===== src/rtl/multicycle_adder.sv =====
// Multi-cycle ripple adder: DIGIT bits of A+B+Cin per clock, carry held in a register
// between digits, valid/ready handshake on both sides.
module multicycle_adder #(
  parameter int WIDTH  = 16,
  parameter int DIGIT  = 4,
  parameter bit SIGNED = 1'b0
) (
  input  logic             clk,
  input  logic             rst_n,
  input  logic             in_valid,
  output logic             in_ready,
  input  logic [WIDTH-1:0] A,
  input  logic [WIDTH-1:0] B,
  input  logic             Cin,
  output logic             out_valid,
  input  logic             out_ready,
  output logic [WIDTH-1:0] Sum,
  output logic             Carry,
  output logic             Overflow,
  output logic             busy
);

  localparam int N  = WIDTH / DIGIT;
  localparam int CW = (N > 1) ? $clog2(N) : 1;

  generate
    if (WIDTH < 1 || DIGIT < 1 || (WIDTH % DIGIT) != 0) begin : g_bad_params
      $error("multicycle_adder: WIDTH must be >= 1 and a multiple of DIGIT");
    end
  endgenerate

  typedef enum logic [1:0] {IDLE, RUN, DONE} state_t;

  state_t           state;
  logic [CW-1:0]    cnt;
  logic             carry_q;
  logic [WIDTH-1:0] a_q, b_q, acc;

  logic [DIGIT-1:0] a_dig, b_dig, s_dig;
  logic             c_dig, c_msb, last;
  logic [WIDTH-1:0] acc_next;

  // One digit of the ripple; c_msb is the carry into the top bit of this digit,
  // which on the last digit is the carry into the word MSB.
  always_comb begin
    a_dig    = a_q[int'(cnt)*DIGIT +: DIGIT];
    b_dig    = b_q[int'(cnt)*DIGIT +: DIGIT];
    {c_dig, s_dig} = {1'b0, a_dig} + {1'b0, b_dig} + {{DIGIT{1'b0}}, carry_q};
    c_msb    = s_dig[DIGIT-1] ^ a_dig[DIGIT-1] ^ b_dig[DIGIT-1];
    acc_next = acc;
    acc_next[int'(cnt)*DIGIT +: DIGIT] = s_dig;
    last     = (int'(cnt) == N - 1);
  end

  // Partial sums build up in acc so Sum holds the previous result until DONE.
  always_ff @(posedge clk or negedge rst_n) begin
    if (!rst_n) begin
      state     <= IDLE;
      cnt       <= '0;
      carry_q   <= 1'b0;
      a_q       <= '0;
      b_q       <= '0;
      acc       <= '0;
      in_ready  <= 1'b0;
      out_valid <= 1'b0;
      Sum       <= '0;
      Carry     <= 1'b0;
      Overflow  <= 1'b0;
      busy      <= 1'b0;
    end else begin
      case (state)
        IDLE: begin
          if (in_valid && in_ready) begin
            a_q      <= A;
            b_q      <= B;
            carry_q  <= Cin;
            cnt      <= '0;
            in_ready <= 1'b0;
            busy     <= 1'b1;
            state    <= RUN;
          end else begin
            in_ready <= 1'b1;
          end
        end
        RUN: begin
          acc     <= acc_next;
          carry_q <= c_dig;
          if (last) begin
            cnt       <= '0;
            out_valid <= 1'b1;
            Sum       <= acc_next;
            Carry     <= c_dig;
            Overflow  <= SIGNED ? (c_msb ^ c_dig) : c_dig;
            state     <= DONE;
          end else begin
            cnt <= cnt + 1'b1;
          end
        end
        DONE: begin
          if (out_ready) begin
            out_valid <= 1'b0;
            in_ready  <= 1'b1;
            busy      <= 1'b0;
            state     <= IDLE;
          end
        end
        default: state <= IDLE;
      endcase
    end
  end

endmodule


===== config.mk =====
export PLATFORM = sky130hd
export DESIGN_NAME = multicycle_adder
export DESIGN_NICKNAME = d
export VERILOG_FILES = /design/src/rtl/multicycle_adder.sv
export SDC_FILE = /design/constraint.sdc
export NUM_CORES = 1
export LEC_CHECK = 0
export CAP_MARGIN = 5
export CORE_MARGIN = 8
export CORE_UTILIZATION = 45
export DETAILED_ROUTE_END_ITERATION = 16
export DONT_BUFFER_PORTS = 1
export GPL_TIMING_DRIVEN = 0
export PLACE_DENSITY_LB_ADDON = 0.1
export SLEW_MARGIN = 0
export SYNTH_ARGS = -nofsm -noshare
export SYNTH_HDL_FRONTEND = slang
export SYNTH_SLANG_ARGS = --single-unit

===== constraint.sdc =====
create_clock -name clk -period 3.3 [get_ports clk]
set_input_delay 0.66 -clock clk [delete_from_list [all_inputs] [get_ports clk]]
set_output_delay 0.66 -clock clk [all_outputs]
set_load 0.005 [all_outputs]

# ---- Word level (Yosys, flattened, before mapping)
# Cells that the tools add are included.
dict set report classes {
  addsub 4
  eq_ne 6
  shifts 4
  muxes 18
  reduce_logical 12
}
# cell n
set ops {}
lappend ops {{$neg A4 Y33} 1}
lappend ops {{$shift A4 B33 Y16 const A} 1}
lappend ops {{$shiftx A4 B33 Y16} 1}
lappend ops {{$shiftx A16 B5 Y4} 2}
lappend ops {{$bwmux W16} 1}
lappend ops {{$mux W2} 5}
lappend ops {{$reduce_and A3 Y1} 3}
lappend ops {{$pmux W1 S2} 4}
lappend ops {{$reduce_and A2 Y1} 4}
lappend ops {{$mux W1} 6}
lappend ops {{$ne A2 B2 Y1 const B} 3}
lappend ops {{$pmux W2 S3} 1}
lappend ops {{$reduce_bool A2 Y1} 3}
lappend ops {{$add A4 B4 Y5} 1}
lappend ops {{$add A5 B1 Y5} 1}
lappend ops {{$eq A2 B1 Y1 const B} 2}
lappend ops {{$pmux W2 S2} 1}
lappend ops {{$add A2 B1 Y2 const B} 1}
lappend ops {{$eq A2 B2 Y1 const B} 1}
lappend ops {{$logic_not A2 Y1} 1}
lappend ops {{$logic_and A1 B1 Y1} 1}
dict set report totals {
  regBits 73
  in_bits 37
  out_inout_bits 21
  elab_cells 55
}

# ---- Depth between registers and ports, before layout
dict set report logic_depth {
  word_depth 5
  ltp_mapped 8
  depth_no_buf 7
}

# ---- Worst setup path after synthesis
# Ideal clock, no wire load.
dict set report synth_timing {
  kind {flip-flop to flip-flop}
  startpoint {register cnt[0]}
  endpoint {register carry_q}
  arrival_ns 2.786
  required_time_ns 3.174
  path_slack_ns 0.388
  path_stages_with_launch 9
  path_buffers 1
  synth_period_minus_slack_ns 2.912
  cell_sequence {dfrtp_1 buf_2 mux4_2 fa_1 fa_1 a21o_1 a21oi_1 nor2_1 a221o_1}
}
dict set report synth_via {
  elab_chain_len 4
}
# element line
set synth_lines {}
lappend synth_lines {{start: declaration} 35} ;# logic [CW-1:0] cnt;
lappend synth_lines {{start signal: assignment} 96} ;# cnt <= cnt + 1'b1;
lappend synth_lines {{$shiftx A16 B5 Y4, on equally long branches} {46, 47}}
lappend synth_lines {{$add A4 B4 Y5 (*)} 48} ;# {c_dig, s_dig} = {1'b0, a_dig} + {1'b0, b_dig} + {{DIGIT{1'b0}}, carry_q};
lappend synth_lines {{$add A5 B1 Y5 (*)} 48}
lappend synth_lines {{$pmux W1 S2 (*)} 71} ;# case (state)
lappend synth_lines {{end signal: assignment} 76} ;# carry_q <= Cin;
lappend synth_lines {{end signal: assignment} 87} ;# carry_q <= c_dig;
lappend synth_lines {{end: declaration} 36} ;# logic carry_q;
# Every way passes the cells marked *; elsewhere a longest branch is shown, timed or not.
# A chain may end at the register's enable or synchronous reset.

# ---- Worst setup path in the final report
dict set report layout_timing {
  startpoint {register cnt[1]}
  endpoint {register acc[14]}
}
dict set report layout_via {
  elab_chain_len 5
}
# element line
set layout_lines {}
lappend layout_lines {{$shiftx A16 B5 Y4, on equally long branches} {46, 47}}
lappend layout_lines {{$add A4 B4 Y5} 48}
lappend layout_lines {{$add A5 B1 Y5} 48}
lappend layout_lines {{$shiftx A4 B33 Y16} 51} ;# acc_next[int'(cnt)*DIGIT +: DIGIT] = s_dig;
lappend layout_lines {{$bwmux W16 (*)} 51}
lappend layout_lines {{end signal: assignment} 86} ;# acc <= acc_next;
lappend layout_lines {{end: declaration} 37} ;# logic [WIDTH-1:0] a_q, b_q, acc;
# Marked as above.

==> summary.md <==
| Metric | Value |
|---|---|
| Register area share after synthesis | 0.549 |
| Final antenna diode count | 0 |
| Setup TNS Final | 0 ns |
| Fin cells | 368 |
| Final setup fails | 0 |
| Arr. time, crit path | 3.38 ns |
| Total grt overflow | 0 |
| Worst Clk Skew | 0.00415 ns |
| Status | finished, final reports clean |
| Largest net degree at the start of global routing | 74 |
| Hpwl dp | 4950 um |
| Row cnt | 31 |
| Final instance area | 3640 um2 |
| H-tree level count | 3 |
| Leading area contributor after synthesis | dfrtp_1 |
| CP max stage delay | 0.48 ns |
| Fin crit share | 0.939 |
| Setup crit end kind | flop |
| Cell Area, Synth | 3330 um2 |
| DRC violations left | 0 |
| Area after DPL | 3450 um2 |
| Slew @ Worst Pin | 0.590 ns |
| Max-slew violations | 0 |
| Number of vias per cell | 5.63 |
| Area delta synth->final | 9.41% |
| Antenna-violating nets left | 0 |
| CP cell instances | clkbuf_1, mux4_2, fa_1, fa_1, xor2_2, and2_1, a22o_1 |
| Clock slew at reported path FFs | 0.07 ns |
| Setup crit start kind | flop |
| Gpl congestion | 0.748 |
| Avg Cell Area, Syn | 13.0 um2 |
| CP required | 3.58 ns |
| DRT iter0 DRCs | 58 |
| Final Net Count | 315 |
| # clock sinks | 73 |
| Crit path time final | 3.10 ns |
| Cell Pwr Density | 1190 nW/um2 |
| Max_cap viols | 0 |
| Setup repair after global routing missed its margin | false |
| Syn nets | 303 |
| Overall routing resource usage | 0.147 |
| Share of the synthesized area in the top cell type | 0.549 |
| First-pass GRT wire length | 11600 um |
| Ranking of synthesized cells by area | dfrtp_1 55%, mux2_2 11%, mux4_2 5.4% |
| Min-delay worst type | primary input to async pin |
| LEAKAGE | 1.56 nW |
| Ys flop type | dfrtp_1 |
| Hold Violations, Final | 0 |
| Layout cells sized above 1 | 0.260 |
| CTS root buffer | clkbuf_8 |
| Post-CTS setup buffer count | 0 |
| CTS tree | yes |
| Clock buffer depth | 2 |
| DR pass1 iterations | 4 |
| Port buffer count | 0 |
| Starting Density | 0.461 |
| Most frequent cell after synthesis | dfrtp_1 |
| Post-synth EDFFs | 0 |
| Placed cells | 354 |
| Die Wd | 102 um |
| YS warnings | 0 |
| Yosys cell types | 36 |
| Critical path class | flop to flop |
| Top cells by count, synth | 73 x dfrtp_1, 33 x nor2_1, 32 x mux2_2 |
| Drt wl/cell | 18.9 um |
| Die Height | 102 um |
| Final wirelength | 6960 um |
| Routed via count | 2073 |
| Num ports | 58 |
| Fmax | 0.323 GHz |
| WP buf/inv | 1 |
| Seq. cell area | 1830 um2 |
| Crit path top cell by count | fa_1 |
| CP max FO | 9 |
| Crit-path leading delay family | adder cells |
| Crit path max-delay cell type | clkbuf_1 |
| Synth async-reset ratio | 1.00 |
| #FFs+latches synth | 73 |
| Syn Inst Count | 255 |
| Worst-case vdd ir drop | 0.673 mV |
| Clk_lat worst skew | 0.34 ns |
| Num CTS Buffers | 9 |
| Core Area | 7210 um2 |
| Area of the multi-input gates | 1410 um2 |
| Fill cells | 695 |
| Initial antenna violation count | 0 |
| Die area | 10400 um2 |
| Slew HR | 0.607 |
| Number of global-route vias before repair | 2225 |
## layout by cell type, fill, tap and decap left out, types with 3 or more instances in the layout
cell and count:
nand2_1 12, a21o_1 4, a32oi_1 4, dfrtp_1 72, nor2_1 33, o21ai_0 3, a21oi_1 7, buf_2 8
inv_1 6, a22o_1 4, clkbuf_1 4, a32o_1 12, mux4_2 8, a221oi_1 12, clkbuf_8 10, ha_1 9
mux2_2 32
## timing repair
item,in CTS,in global routing
hold buffers,1,0
endpoints found under the setup margin,4,5
hold endpoints to repair,73,0
pin swaps,0,0
gates resized for setup,2,1
## through the flow
stage	setup WS (ns)	utilization	power [mW]	hold WS (ns)
floorplan	0.388	-	3.14	0.364
global placement	-0.203	0.478	3.70	0.367
detailed placement	-0.170	0.478	3.74	0.367
CTS	0.0765	0.504	4.39	0.211
global route	0.0297	0.504	4.70	0.201
finish	0.201	0.504	4.33	0.196
## cells by family after synthesis
kind of cell / count (synthesis) / synth area share
DFF: 73 / 0.549
and+or+nand+nor: 59 / 0.0895
AOI/OAI and AO/OA: 50 / 0.122
muxes: 40 / 0.163
buffers and inverters: 21 / 0.0282
adders and majority gates: 11 / 0.0459
xor gates and xnor gates: 1 / 0.00263
## sequential cells by signal (all words and copies together), names as in the netlist, 2 cells and up
name   cells
a_q       16
cnt        2
state      2
Sum       16
b_q       16
acc       16
## final timing paths
path / start / slack, ns / cells after the start / to
max: cnt[1]$_DFFE_PN0P_ / 0.20 / 7 / acc[14]$_DFFE_PN0P_
min: rst_n / 0.20 / 1 / Sum[14]$_DFFE_PN0P_
max reg2reg: cnt[1]$_DFFE_PN0P_ / 0.20 / 7 / acc[14]$_DFFE_PN0P_
min reg2reg: acc[4]$_DFFE_PN0P_ / 0.50 / 1 / acc[4]$_DFFE_PN0P_
max in group asynchronous: rst_n / 2.80 / 1 / Sum[2]$_DFFE_PN0P_
min in group clk: B[3] / 0.47 / 1 / b_q[3]$_DFFE_PN0P_
## routing by layer
layer | wire, um | GRT usage
met4 | 115 | 0.0609
met2 | 3440 | 0.235
met3 | 499 | 0.0593
met1 | 2910 | 0.172
met5 | 0 | 0
## cell type report
cell class / instances / share of cell area
Buffer: 14 / 0.0193
Clock buffer: 12 / 0.0399
Clock inverter: 1 / 0.00138
Inverter: 7 / 0.00722
Multi-Input combinational cell: 161 / 0.388
Sequential cell: 73 / 0.502
Tap cell: 99 / 0.0340
Timing Repair Buffer: 1 / 0.00757
## power by group
group          switching, mW  internal (mW)
Combinational           1.26          0.927
Clock                  0.296          0.280
Sequential             0.261           1.30
## worst reg2reg max path: cells and delay by family (launching register included)
kind | cells | cell delay, ns
XOR/XNOR | 1 | 0.35
AND/OR/NAND/NOR | 1 | 0.32
buffers and inverters | 1 | 0.48
adder cells (fa/ha/maj) | 2 | 0.88
AO/OA/AOI/OAI | 1 | 0.19
flip-flops | 1 | 0.40
multiplexers | 1 | 0.43
No activity file was read; power rests on OpenSTA's default activity.
